<file path="src/rtl/gate_lane_pkg.sv">
// Shared definitions for the gate_lane_pipe datapath.
//   GATE_*         : gate-select encodings used by the MODE parameter
//   DEF_WIDTH/LANES: default lane geometry
//   lane_data_t    : lane-packed operand/result word for the default geometry
//   gate_apply()   : single-bit gate evaluation, replicated across every bit of every lane
package gate_lane_pkg;

  localparam int GATE_AND = 0;
  localparam int GATE_OR  = 1;
  localparam int GATE_XOR = 2;

  localparam int DEF_WIDTH = 8;
  localparam int DEF_LANES = 4;

  typedef logic [DEF_WIDTH*DEF_LANES-1:0] lane_data_t;

  // Bitwise gate: no carries between bits, so applying it per bit is exact
  // for any lane width.
  function automatic logic gate_apply(input int mode, input logic a, input logic b);
    logic r;
    case (mode)
      GATE_OR:  r = a | b;
      GATE_XOR: r = a ^ b;
      default:  r = a & b;
    endcase
    return r;
  endfunction

endpackage

</file>
<file path="src/rtl/gate_lane_stage.sv">
// One elastic valid/ready register slice.
//   clk, rst_n : clock, asynchronous active-low reset
//   up_valid   : valid from the previous slice (or the pipeline input)
//   up_data    : data from the previous slice (or the gate output)
//   dn_ready   : ready from the next slice (or downstream)
//   valid/data : registered slice contents
//   ready      : slice can load this cycle (empty, or being drained)
module gate_lane_stage
  import gate_lane_pkg::*;
#(
  parameter int DATA_W = DEF_WIDTH * DEF_LANES
) (
  input  logic              clk,
  input  logic              rst_n,
  input  logic              up_valid,
  input  logic [DATA_W-1:0] up_data,
  input  logic              dn_ready,
  output logic              valid,
  output logic [DATA_W-1:0] data,
  output logic              ready
);

  assign ready = !valid || dn_ready;

  // Data only loads alongside a valid beat, so bubbles leave the last
  // visible result untouched.
  always_ff @(posedge clk or negedge rst_n) begin
    if (!rst_n) begin
      valid <= 1'b0;
      data  <= '0;
    end else if (ready) begin
      valid <= up_valid;
      if (up_valid) begin
        data <= up_data;
      end
    end
  end

endmodule

</file>
<file path="src/rtl/gate_lane_pipe.sv">
// Lane-parallel bitwise gate (AND/OR/XOR) followed by a DEPTH-stage elastic
// pipeline, with per-lane nonzero flags and an accepted-beat counter.
//   clk, rst_n          : clock, asynchronous active-low reset
//   in_valid / in_ready : operand handshake
//   a, b                : lane-packed operands, lane k = [k*WIDTH +: WIDTH]
//   out_valid/out_ready : result handshake
//   o                   : lane-packed gated result from the last stage
//   red                 : red[k] = lane k of o is nonzero
//   beat_cnt            : result beats accepted downstream, wraps silently
module gate_lane_pipe
  import gate_lane_pkg::*;
#(
  parameter int WIDTH = 8,
  parameter int LANES = 4,
  parameter int DEPTH = 2,
  parameter int MODE  = 0,
  parameter int CNT_W = 16
) (
  input  logic                   clk,
  input  logic                   rst_n,
  input  logic                   in_valid,
  output logic                   in_ready,
  input  logic [LANES*WIDTH-1:0] a,
  input  logic [LANES*WIDTH-1:0] b,
  output logic                   out_valid,
  input  logic                   out_ready,
  output logic [LANES*WIDTH-1:0] o,
  output logic [LANES-1:0]       red,
  output logic [CNT_W-1:0]       beat_cnt
);

  localparam int DATA_W = WIDTH * LANES;

  if (!(MODE == GATE_AND || MODE == GATE_OR || MODE == GATE_XOR)) begin : g_bad_mode
    $error("gate_lane_pipe: MODE=%0d is not a supported gate", MODE);
  end

  if (WIDTH < 1 || LANES < 1 || DEPTH < 1 || CNT_W < 1) begin : g_bad_geometry
    $error("gate_lane_pipe: WIDTH, LANES, DEPTH and CNT_W must all be >= 1");
  end

  logic [DATA_W-1:0] gate_d;

  always_comb begin
    gate_d = '0;
    for (int i = 0; i < DATA_W; i++) begin
      gate_d[i] = gate_apply(MODE, a[i], b[i]);
    end
  end

  logic              stg_v   [DEPTH];
  logic [DATA_W-1:0] stg_d   [DEPTH];
  logic              stg_rdy [DEPTH+1];

  assign stg_rdy[DEPTH] = out_ready;

  for (genvar i = 0; i < DEPTH; i++) begin : g_stage
    localparam bit FIRST = (i == 0);

    logic              up_v;
    logic [DATA_W-1:0] up_d;

    if (FIRST) begin : g_src_in
      assign up_v = in_valid;
      assign up_d = gate_d;
    end else begin : g_src_prev
      assign up_v = stg_v[i-1];
      assign up_d = stg_d[i-1];
    end

    gate_lane_stage #(
      .DATA_W (DATA_W)
    ) u_stage (
      .clk      (clk),
      .rst_n    (rst_n),
      .up_valid (up_v),
      .up_data  (up_d),
      .dn_ready (stg_rdy[i+1]),
      .valid    (stg_v[i]),
      .data     (stg_d[i]),
      .ready    (stg_rdy[i])
    );
  end

  assign in_ready  = stg_rdy[0];
  assign out_valid = stg_v[DEPTH-1];
  assign o         = stg_d[DEPTH-1];

  // Derived only from the last-stage register, so red changes exactly when o
  // does and holds through empty cycles.
  always_comb begin
    red = '0;
    for (int k = 0; k < LANES; k++) begin
      red[k] = |o[k*WIDTH +: WIDTH];
    end
  end

  always_ff @(posedge clk or negedge rst_n) begin
    if (!rst_n) begin
      beat_cnt <= '0;
    end else if (out_valid && out_ready) begin
      beat_cnt <= beat_cnt + CNT_W'(1);
    end
  end

endmodule

</file>
<file path="config.mk">
export PLATFORM = sky130hd
export DESIGN_NAME = gate_lane_pipe
export DESIGN_NICKNAME = d
export VERILOG_FILES = /design/src/rtl/gate_lane_pkg.sv /design/src/rtl/gate_lane_stage.sv /design/src/rtl/gate_lane_pipe.sv
export SDC_FILE = /design/constraint.sdc
export NUM_CORES = 1
export LEC_CHECK = 0
export ABC_CLOCK_PERIOD_IN_PS = 1800
export CORE_MARGIN = 4
export CORE_UTILIZATION = 44
export DETAILED_ROUTE_END_ITERATION = 10
export GPL_TIMING_DRIVEN = 0
export PLACE_DENSITY_LB_ADDON = 0.25
export REMOVE_ABC_BUFFERS = 1
export SLEW_MARGIN = 20
export SYNTH_ARGS = -nofsm -noshare
export SYNTH_HDL_FRONTEND = slang
export SYNTH_SLANG_ARGS = --single-unit
</file>
<file path="constraint.sdc">
create_clock -name clk -period 1.8 [get_ports clk]
set_clock_uncertainty 0.1 [all_clocks]
set_input_delay 0.18 -clock clk [delete_from_list [all_inputs] [get_ports clk]]
set_output_delay 0.18 -clock clk [all_outputs]
set_load 0.03 [all_outputs]
</file>
After elaboration in Yosys (flattened, before gate mapping)

Index checks and enable logic that the tools add are counted.
Widths: inputs -> output; s select.

Output and inout bits: 54
Flip-flop bits (word level): 82
Input port bits: 68

Reduce and logical (&&, ||, !) cells: 11
Bitwise logic cells: 32
Add/sub/neg operators: 1

Operators with widths:

| kind                  | number |
|---|---|
| $and 1x1->1           | 32 |
| $reduce_or 8->1       | 4 |
| $add 16x1->16 const B | 1 |
| $reduce_and 2->1      | 2 |
| $logic_not 1->1       | 2 |
| $logic_or 1x1->1      | 2 |
| $logic_and 1x1->1     | 1 |

Logic depth before layout (Yosys ltp)

Gate-level depths: netlist of run 1.

Depth after elaboration: 4
Gate-level depth with buffers: 5
Mapped depth without buffers: 5

Cells and area by module

Synthesis of run 1 repeated with hierarchy kept, for this count alone.

Cell total of the unflattened synthesis: 245
Area, all modules: 3739.8 um^2

By module, submodules not included:

| module          | cells an instance | instances | area an instance (um^2) |
|---|---|---|---|
| gate_lane_stage | 71                | 2         | 1391.3 |
| gate_lane_pipe  | 103               | 1         | 957.2 |

Worst setup path before layout of run 1

No wires, ideal clock.

Path type: register to register
Start point: register g_stage[1].u_stage.valid
End point: register g_stage[0].u_stage.data[23]
Arrival time: 1563 ps
Clock period less this slack: 1797 ps
Cell stages (with the launch flop): 5
Required time: 1566 ps
Setup slack: 3 ps
Path through: dfrtp_1 > nand3b_1 > nand2_1 > clkbuf_1 > o21ai_0

Longest elaborated chain between the ends: 4

RTL lines:

| element                           | RTL line              | RTL |
|---|---|---|
| start: declaration                | gate_lane_stage.sv:18 | `output logic valid,` |
| start signal: assignment          | gate_lane_stage.sv:32 | `valid <= up_valid;` |
| $logic_not 1->1                   | gate_lane_stage.sv:23 | `assign ready = !valid \|\| dn_ready;` |
| $logic_or 1x1->1 (2 in series)    | gate_lane_stage.sv:23 |  |
| via in_ready                      | gate_lane_pipe.sv:22  | `output logic in_ready,` |
| $reduce_and 2->1 (no source line) | n/a                   |  |
| end signal: assignment            | gate_lane_stage.sv:34 | `data <= up_data;` |
| end: declaration                  | gate_lane_stage.sv:19 | `output logic [DATA_W-1:0] data,` |

The timed path passes the listed nets, and every way through them passes these cells.
A chain may end at the register's enable or synchronous reset.

Final worst setup path of run 1

Start point: register beat_cnt[11]
End point: output port beat_cnt[11]

RTL lines:

| element                  | RTL line              | RTL |
|---|---|---|
| start: declaration       | gate_lane_pipe.sv:29  | `output logic [CNT_W-1:0] beat_cnt` |
| start signal: assignment | gate_lane_pipe.sv:102 | `beat_cnt <= beat_cnt + CNT_W'(1);` |

No word-level cell between the ends.

==> results of run 1 <==
[state kept, by name, indices dropped and copies added (netlist names)]
name                   count
g_stage.u_stage.data      64
beat_cnt                  16
g_stage.u_stage.valid      2
[cells by family (layout without fill, tap and decap cells)]
group                    after synthesis  count (layout)  share of synthesized area
multiplexers                          33              33                      0.114
flip-flops                            82              82                      0.630
XOR/XNOR                              15              15                     0.0403
buffers and inverters                 10             141                     0.0138
adder cells (fa/ha/maj)                1               1                    0.00384
AND/OR/NAND/NOR                      109             109                      0.149
AO/OA/AOI/OAI                         32              32                     0.0491
[timing repair]
item | in CTS | in global routing
cloned | 0 | 0
setup endpoints to repair | 7 | 10
pin swaps | 0 | 0
hold endpoints to repair | 26 | 0
resized for setup | 14 | 14
hold buffers | 1 | 0
[worst register-to-register path, stage by stage, from the launching register on]
cell and delay (ns):
dfrtp_1 0.41, ha_1 0.17, nand3_1 0.13, nor3_2 0.37, nand4_1 0.16, xnor2_1 0.15
[cells in the mapped netlist, drive strengths merged]
master,n
xor2,6
and4,2
nand2b,3
nand3,8
dfrtp,82
or3b,1
inv,1
nor4,8
nor3,2
nand4,2
nor2,6
nand2,75
buf,6
mux2,33
and3,1
nand3b,1
clkbuf,3
o21ai,32
xnor2,9
ha,1
[cell usage in the layout (no fill, tap or decap), types with 3 or more instances in the layout]
cell / count
clkdlybuf4s50_1: 109
dfrtp_1: 82
nand2_1: 73
mux2_2: 33
o21ai_0: 32
clkbuf_8: 11
xnor2_1: 9
nand3_1: 8
xor2_1: 6
nor4_2: 4
dlymetal6s2s_1: 4
nor4_1: 3
nand2b_1: 3
nor2_1: 3
nor2_2: 3
clkinv_2: 3
dlygate4sd2_1: 3
[per-layer routing]
| layer | GRT usage | vias up |
|---|---|---|
| met1 | 0.206 | 1189 |
| li1 | - | 1209 |
| met4 | 0.0650 | 0 |
| met2 | 0.281 | 76 |
| met3 | 0.0505 | 4 |
| met5 | 0 | - |
[per-stage QoR]
stage / TNS (ns) / hold slack, ns
5_1_grt: 0 / 0.211
4_1_cts: 0 / 0.187
6_report: 0 / 0.194
2_1_floorplan: -24.89 / -0.216
3_3_place_gp: -246.95 / 0.358
3_5_place_dp: -3.57 / 0.0110
[power groups by stage]
stage	combinational, uW	sequential (uW)	clock, uW
finish	1610	2390	1160
CTS	1620	2370	1200
global placement	1570	2390	0
detailed placement	1630	2400	0
global route	1730	2440	1270
floorplan	441	2760	0
[final cells by class]
type                            count  area (sq um)
Clock buffer                       12           155
Clock inverter                      3          15.0
Fill cell                         575          2370
Inverter                            1          3.75
Multi-Input combinational cell    190          1210
Sequential cell                    82          2050
Tap cell                           99           124
Timing Repair Buffer              125          1280
[worst max path at each step]
stage	start	end	cells after the start	slack, ns
after floorplan	g_stage[1].u_stage.valid	g_stage[0].u_stage.data[0]	3	-0.59
after global routing	g_stage[1].u_stage.data[29]	red[3]	3	0.0005
final	beat_cnt[11]	beat_cnt[11]	1	0.05
after detailed placement	out_ready	beat_cnt[10]	5	-0.14
after global placement	rst_n	g_stage[0].u_stage.data[27]	1	-2.34
after CTS	beat_cnt[4]	beat_cnt[4]	1	0.005
==> run_results.csv, run 1 <==
group,metric,value,unit
routing,firstDrtPassIters,4,
yosys,yosysTopAreaCellShare,0.630,
clocking,max-clock-path-buffers,2,
setup_path,critical_path.top_delay_family,"buffers and inverters",
setup_path,cpMaxStageDelayCell,"clkdlybuf4s50_1",
setup_path,arrival,1.47,ns
clocking,cts.sinks,82,
routing,drtIter0Drc,25,
yosys,yosys.area.top_type,"dfrtp_1",
yosys,synth.area.top_cells,"dfrtp_1 63%, mux2_2 11%, nand2_1 8.6%",
die,core,7210,sq um
routing,vias,2478,
sta,max_freq,570,MHz
final_layout,utilization,0.672,
global_routing,grt.total_usage,0.169,
routing,via_per_inst,4.84,
global_routing,grt_pass1_vias,2591,
global_routing,overflow,0,
die,die_h,94.1,um
clocking,cts_buffers,9,
sta,rsz0062_at_grt,"no",
sta,relSlewSlack,0.695,
placed_design,post-dp-hpwl,5.33,mm
flow_run,drv_cap,0,
yosys,ys_ff_latch,82,
power,swShare,0.330,
sta,slew_violations,0,
final_layout,diodes,0,
sta,fin_ws,0.0469,ns
clocking,tritoncts,"done",
power,leakagePower,0.00220,uW
yosys,yosysSeqAreaShare,0.630,
die,die_x,94.1,um
outcome,status,"completed",
power,p_seq_frac,0.462,
setup_path,crit_buf_inv,1,
final_layout,area_delta_synth_final,48.7,%
placed_design,place.gp.congestion,0.758,
yosys,yosys_warnings,0,
power,comb_power_share,0.312,
final_layout,drive_gt1_frac,0.165,
sta,min_period,1.75,ns
power,powerDensity,1070,nW/um^2
clocking,cts_setup_buffers,0,
setup_path,worstPathRequired,1.52,ns
global_routing,grt_start_max_net_pins,59,
yosys,syn_area_per_cell,11.6,sq um
routing,met2_length,3.64,mm
clocking,cts.clk_slew.worst_paths,0.08,ns
routing,met3_length,561,um
clocking,htree_num_levels,3,
setup_path,cp-start-kind,"flip-flop",
power,internal_power,3460,uW
clocking,cts_root_buf,"clkbuf_8",
global_routing,grt_pass1_wl,11.6,mm
placed_design,placed_cells,496,
clocking,insertion_delay,0.33,ns
routing,drt-met1-wl,2.90,mm
placed_design,dpl_cell_area,4620,sq um
sta,setup_viol,0,
sta,worst_pin_slew,0.455,ns
routing,topRoutingLayerUsed,"met4",
setup_path,reg2reg_depth,5,
sta,post-route-period-util,0.974,
setup_path,reg2reg_slack,0.20,ns
final_layout,design_area,4850,sq um
die,die_area,8850,sq um
setup_path,r2r-start,"beat_cnt[0]",
power,finalPower,5170,uW
die,io_pins,122,
setup_path,path_max_fanout,5,
setup_path,path_class,"flip-flop to primary output",
power,clock_power_share,0.225,
die,initial_utilization,0.452,
routing,wl,7.15,mm
yosys,mappedNetlistArea,3260,sq um
setup_path,max_stage_delay,0.70,ns
routing,route.detailed.drc,0,
final_layout,fin_cells,512,
die,row_count,31,
power,ir_drop,0.522,mV
routing,ant_nets,0,
setup_path,reg2reg_to,"beat_cnt[10]",
routing,wire_per_inst,14.0,um
placed_design,port_buffers,121,
yosys,syn_inst,282,
global_routing,antenna_found_initial,0,
final_layout,fin_nets,478,
sta,finalHoldViolations,0,
power,p_sw,1710,uW
setup_path,path_cells,"clkdlybuf4s50_1",
placed_design,dp_slack,-0.137,ns
yosys,synth_cell_types,21,
min_path,hold_path_class,"primary input to asynchronous set/reset pin",
setup_path,crit_path_end_kind,"primary output",
No activity file was read; power rests on OpenSTA's default activity.
==> inputs of run 2 (changes only) <==
- ABC_AREA: unset -> 1
- CORE_UTILIZATION: 44 -> 45
- GPL_TIMING_DRIVEN: 0 -> unset
==> run 2 against run 1 <==
Effect of this change: global-route usage grew 2.4 points; first-iteration DRC count grew to 4.3 times the previous value; power grew 10%; worst hold slack better by 0.022 ns; register-to-register slack better by 0.11 ns; final area up 3.3%; cell count increased by 16%; worst setup slack improved by 0.010 ns; non-clock buffer count grew 5; clock-buffer cell count is 2 lower; sequential power up 2%; critical path type unchanged.
==> run_results.csv, run 2 <==
group,metric,value,unit
clocking,insertion_delay,0.34,ns
power,finalPower,5710,uW
yosys,syn_area_per_cell,9.38,sq um
setup_path,arrival,1.46,ns
sta,fin_ws,0.0573,ns
clocking,max-clock-path-buffers,2,
die,row_count,31,
setup_path,crit_path_end_kind,"primary output",
clocking,cts.sinks,82,
die,die_h,95.1,um
placed_design,place.gp.congestion,0.891,
yosys,syn_inst,364,
global_routing,grt_pass1_vias,3012,
yosys,synth_cell_types,22,
yosys,synth_edf_count,0,
yosys,synth_flop_cell,"dfrtp_1",
setup_path,critical_path.top_delay_family,"buffers and inverters",
global_routing,grt_start_max_net_pins,66,
routing,drtIter0Drc,108,
yosys,ys_ff_latch,82,
yosys,synthArstFlopShare,1.00,
min_path,hold_path_class,"primary input to asynchronous set/reset pin",
final_layout,layout_common_cells,"105 x clkdlybuf4s50_1, 82 x dfrtp_1, 71 x nand2_1",
outcome,status,"completed",
yosys,yosys-top-cells-count,"82 x dfrtp_1, 72 x nand2_1, 47 x inv_1, 47 x o21ai_0, 39 x nand3_1",
final_layout,design_area,5010,sq um
global_routing,grt_pass1_wl,13.6,mm
die,initial_utilization,0.466,
clocking,tritoncts,"done",
final_layout,regMostFlops,"g_stage.u_stage.data",
final_layout,drive_gt1_frac,0.0789,
sta,min_period,1.74,ns
clocking,htree_num_levels,3,
routing,route.detailed.drc,0,
setup_path,reg2reg_depth,8,
sta,worst_pin_slew,0.437,ns
final_layout,area_delta_synth_final,46.7,%
routing,firstDrtPassIters,5,
yosys,mappedNetlistArea,3410,sq um
placed_design,dp_slack,0.00588,ns
sta,finalHoldViolations,0,
setup_path,path_cells,"clkdlybuf4s50_1",
die,core,7330,sq um
placed_design,post-dp-hpwl,6.07,mm
sta,relSlewSlack,0.709,
global_routing,antenna_found_initial,0,
setup_path,cp-start-kind,"flip-flop",
yosys,synth.area.top_cells,"dfrtp_1 60%, nand2_1 7.9%, o21ai_0 6.9%",
power,leakagePower,0.00235,uW
final_layout,fin_nets,561,
power,ir_drop,0.661,mV
sta,max_freq,574,MHz
yosys,yosysTopAreaCellShare,0.601,
clocking,cts_buffers,9,
routing,wl,8.13,mm
sta,whs,0.216,ns
setup_path,path_class,"flip-flop to primary output",
placed_design,dpl_cell_area,4770,sq um
setup_path,max_stage_delay,0.70,ns
setup_path,crit_buf_inv,1,
routing,vias,2902,
sta,post-route-period-util,0.968,
setup_path,worstPathRequired,1.52,ns
die,die_area,9040,sq um
final_layout,layout_commonest_cell,"clkdlybuf4s50_1",
routing,via_per_inst,4.89,
die,die_x,95.1,um
global_routing,overflow,0,
setup_path,path_max_fanout,3,
yosys,yosys.area.top_type,"dfrtp_1",
yosys,yosys_warnings,0,
clocking,cts_root_buf,"clkbuf_8",
routing,ant_nets,0,
placed_design,port_buffers,121,
yosys,yosysSeqAreaShare,0.601,
power,powerDensity,1140,nW/um^2
final_layout,diodes,0,
global_routing,grt.total_usage,0.193,
setup_path,cpMaxStageDelayCell,"clkdlybuf4s50_1",
sta,slew_violations,0,
clocking,cts.clk_slew.worst_paths,0.08,ns
sta,setup_viol,0,
die,io_pins,122,
final_layout,utilization,0.683,
final_layout,reg.largest.list,"g_stage.u_stage.data: 64 flops, beat_cnt: 16 flops, g_stage.u_stage.valid: 2 flops",
setup_path,cp_num_cells,1,
yosys,yosysMostFrequentCell,"dfrtp_1",
final_layout,largest_reg_flops,64,
routing,wire_per_inst,13.7,um
clocking,cts_setup_buffers,0,
flow_run,drv_cap,0,
-- run 2: cell count changes after synthesis, moves of 4 or more --
cell	previous run	this run
inv_1	1	47
mux2_2	33	0
nand3_1	8	39
o21ai_1	0	17
o21ai_0	32	47
nor2_1	3	12
xnor2_1	9	3
buf_4	0	5
nand4_1	2	6
-- run 2: worst paths after layout --
path / start / endpoint / slack (ns)
worst max-delay path: g_stage[1].u_stage.data[13] / o[13] / 0.06
worst min-delay path: rst_n / beat_cnt[3] / 0.22
worst max register to register: beat_cnt[1] / beat_cnt[14] / 0.31
worst min register to register: beat_cnt[15] / beat_cnt[15] / 0.41
max in group asynchronous: rst_n / g_stage[1].u_stage.data[24] / 0.74
min in group clk: b[13] / g_stage[0].u_stage.data[13] / 0.30
-- run 2: cell families after synthesis --
kind of cell             after synthesis  share of synthesized area
AND/OR/NAND/NOR                      144                      0.195
flip-flops                            82                      0.601
AO/OA/AOI/OAI                         64                     0.0938
buffers and inverters                 63                     0.0810
XOR/XNOR                              10                     0.0257
adder cells (fa/ha/maj)                1                    0.00367
-- run 2: timing repair --
| item | CTS | global route |
|---|---|---|
| endpoints found under the setup margin | 5 | 11 |
| hold buffers | 1 | 0 |
| resized for setup | 7 | 20 |
| endpoints found under the hold margin | 30 | 0 |
| pin swaps | 0 | 0 |
-- run 2: through the flow --
| step | cells | setup TNS [ns] |
|---|---|---|
| 6_report | 593 | 0 |
| 3_3_place_gp | 579 | 0 |
| 4_1_cts | 593 | 0 |
| 2_1_floorplan | 351 | -6.18 |
| 5_1_grt | 593 | -0.00703 |
| 3_5_place_dp | 579 | 0 |
-- run 2: report_power, final --
group / leakage [uW] / internal [uW] / switching (uW)
registers: 0.00106 / 2160 / 268
logic: 0.00120 / 806 / 1110
clock network: 0.0000943 / 760 / 606
total: 0.00235 / 3720 / 1980
-- run 2: area by class of cell --
| cell class | instances | area [sq um] |
|---|---|---|
| sequential | 82 | 2050 |
| clock buffer | 10 | 128 |
| multi-input combinational | 219 | 1110 |
| fill | 604 | 2320 |
| inverter | 50 | 188 |
| tap | 99 | 124 |
| clock inverter | 3 | 67.6 |
| timing repair buffer | 130 | 1330 |
-- run 2: layer usage --
layer / vias to the layer above / part of all wire / GRT usage
li1: 1428 / - / -
met1: 1373 / 0.40 / 0.234
met2: 91 / 0.51 / 0.327
met3: 10 / 0.079 / 0.0647
met4: 0 / 0.013 / 0.0565
met5: - / 0 / 0
==> inputs of run 3 (changes only) <==
- ABC_AREA: 1 -> unset
- CORE_UTILIZATION: 45 -> 44
==> run 3 against run 2 <==
Effect of this change: worst setup slack gained 0.0078 ns; final area decreased by 1.6%; non-clock buffer count grew 2; clock power rose by 4%; power decreased by 5.0%; highest routed layer unchanged; combinational power fell by 15%; die area decreased by 2.1%; largest power group unchanged.
==> run_results.csv, run 3 (synthesized netlist as in run 1, its figures left out) <==
group,metric,value,unit
outcome,status,"completed",
global_routing,overflow,0,
die,core,7210,sq um
sta,finalHoldViolations,0,
clocking,cts_root_buf,"clkbuf_8",
die,io_pins,122,
final_layout,largest_reg_flops,64,
placed_design,port_buffers,121,
setup_path,worstPathRequired,1.52,ns
sta,whs,0.256,ns
die,die_area,8850,sq um
clocking,cts_buffers,9,
sta,setup_viol,0,
sta,rsz0062_at_grt,"no",
routing,ant_nets,0,
placed_design,dpl_cell_area,4680,sq um
clocking,cts.clk_slew.worst_paths,0.08,ns
sta,relSlewSlack,0.660,
final_layout,layout_common_cells,"110 x clkdlybuf4s50_1, 82 x dfrtp_1, 74 x nand2_1",
power,swShare,0.311,
sta,min_period,1.73,ns
clocking,insertion_delay,0.34,ns
clocking,cts_setup_buffers,0,
sta,max_freq,576,MHz
routing,route.detailed.drc,0,
clocking,tritoncts,"done",
die,die_h,94.1,um
clocking,max-clock-path-buffers,2,
global_routing,grt.total_usage,0.168,
final_layout,diodes,0,
placed_design,place.gp.congestion,0.791,
final_layout,fin_cells,520,
setup_path,path_cells,"buf_4 -> clkdlybuf4s50_1",
final_layout,area_delta_synth_final,51.1,%
routing,via_per_inst,4.76,
power,p_sw,1690,uW
final_layout,reg.largest.list,"g_stage.u_stage.data: 64 flops, beat_cnt: 16 flops, g_stage.u_stage.valid: 2 flops",
final_layout,layout_commonest_cell,"clkdlybuf4s50_1",
placed_design,post-dp-hpwl,5.33,mm
power,comb_power_share,0.300,
power,powerDensity,1100,nW/um^2
setup_path,reg2reg_to,"beat_cnt[11]",
setup_path,cpMaxStageDelayCell,"clkdlybuf4s50_1",
sta,worst_pin_slew,0.510,ns
power,ir_drop,0.593,mV
final_layout,regMostFlops,"g_stage.u_stage.data",
min_path,hold_path_class,"primary input to asynchronous set/reset pin",
final_layout,design_area,4920,sq um
setup_path,cp-start-kind,"flip-flop",
die,die_x,94.1,um
die,row_count,31,
power,clock_power_share,0.262,
clocking,htree_num_levels,3,
setup_path,max_stage_delay,0.66,ns
power,leakagePower,0.00225,uW
setup_path,arrival,1.45,ns
clocking,cts.sinks,82,
final_layout,fin_nets,485,
final_layout,drive_gt1_frac,0.169,
global_routing,grt_pass1_vias,2603,
placed_design,dp_slack,0.0769,ns
setup_path,path_max_fanout,2,
routing,wl,7.05,mm
setup_path,reg2reg_depth,4,
setup_path,r2r-start,"beat_cnt[4]",
final_layout,utilization,0.683,
setup_path,crit_path_end_kind,"primary output",
sta,post-route-period-util,0.964,
setup_path,path_class,"flip-flop to primary output",
setup_path,reg2reg_slack,0.27,ns
power,p_seq_frac,0.438,
placed_design,placed_cells,503,
routing,vias,2474,
die,initial_utilization,0.452,
sta,fin_ws,0.0651,ns
global_routing,grt_start_max_net_pins,41,
routing,firstDrtPassIters,4,
flow_run,drv_cap,0,
power,internal_power,3740,uW
routing,wire_per_inst,13.6,um
sta,slew_violations,0,
global_routing,grt_pass1_wl,11.6,mm
routing,drtIter0Drc,74,
global_routing,antenna_found_initial,0,
## run 3: power by group through the flow
| stage | Clock (uW) | Combinational (uW) | Sequential [uW] |
|---|---|---|---|
| floorplan | 0 | 441 | 2760 |
| global placement | 0 | 1620 | 2390 |
| detailed placement | 0 | 1650 | 2410 |
| CTS | 1450 | 1650 | 2380 |
| global route | 1520 | 1750 | 2430 |
| finish | 1420 | 1630 | 2380 |
## run 3: final cells by class
type                    count  area (sq um)
fillers                   562          2290
flip-flops and latches     82          2050
repair buffers            132          1340
multi-input cells         190          1190
clock buffers              14           153
well taps                  99           124
clock inverters             2          60.1
inverters                   1          3.75
## run 3: critical path, delay by kind of cell (launching register included)
family | cells | cell delay [ns]
buffers and inverters | 2 | 0.78
flip-flops | 1 | 0.35
## run 3: per-stage QoR
stage	power (uW)	setup TNS (ns)
3_3_place_gp	4010	0
6_report	5430	0
3_5_place_dp	4050	0
4_1_cts	5480	0
5_1_grt	5700	0
2_1_floorplan	3200	-24.89
## run 3: worst max path at each step
| stage | slack (ns) | endpoint | start | depth (start not counted) |
|---|---|---|---|---|
| 6_report | 0.07 | o[1] | g_stage[1].u_stage.data[1] | 2 |
| 5_1_grt | 0.01 | red[3] | g_stage[1].u_stage.data[29] | 3 |
| 4_1_cts | 0.003 | red[1] | g_stage[1].u_stage.data[9] | 3 |
| 3_5_place_dp | 0.08 | red[1] | g_stage[1].u_stage.data[9] | 3 |
| 3_3_place_gp | 0.08 | g_stage[1].u_stage.data[19] | out_ready | 5 |
| 2_1_floorplan | -0.59 | g_stage[0].u_stage.data[0] | g_stage[1].u_stage.valid | 3 |
## run 3: what timing repair did
item | 4_1_cts | 5_1_grt
hold buffers | 1 | 0
resized for setup | 12 | 9
setup endpoints to repair | 5 | 8
endpoints found under the hold margin | 38 | 0
pin swaps | 0 | 0
cloned | 0 | 0
## run 3: metal layers
layer	routed length [um]	global-route usage	part of all wire	vias to the layer above
li1	-	-	-	1218
met5	0	0	0	-
met3	517	0.0457	0.073	11
met1	2860	0.199	0.41	1164
met4	96	0.0578	0.014	0
met2	3570	0.292	0.51	81
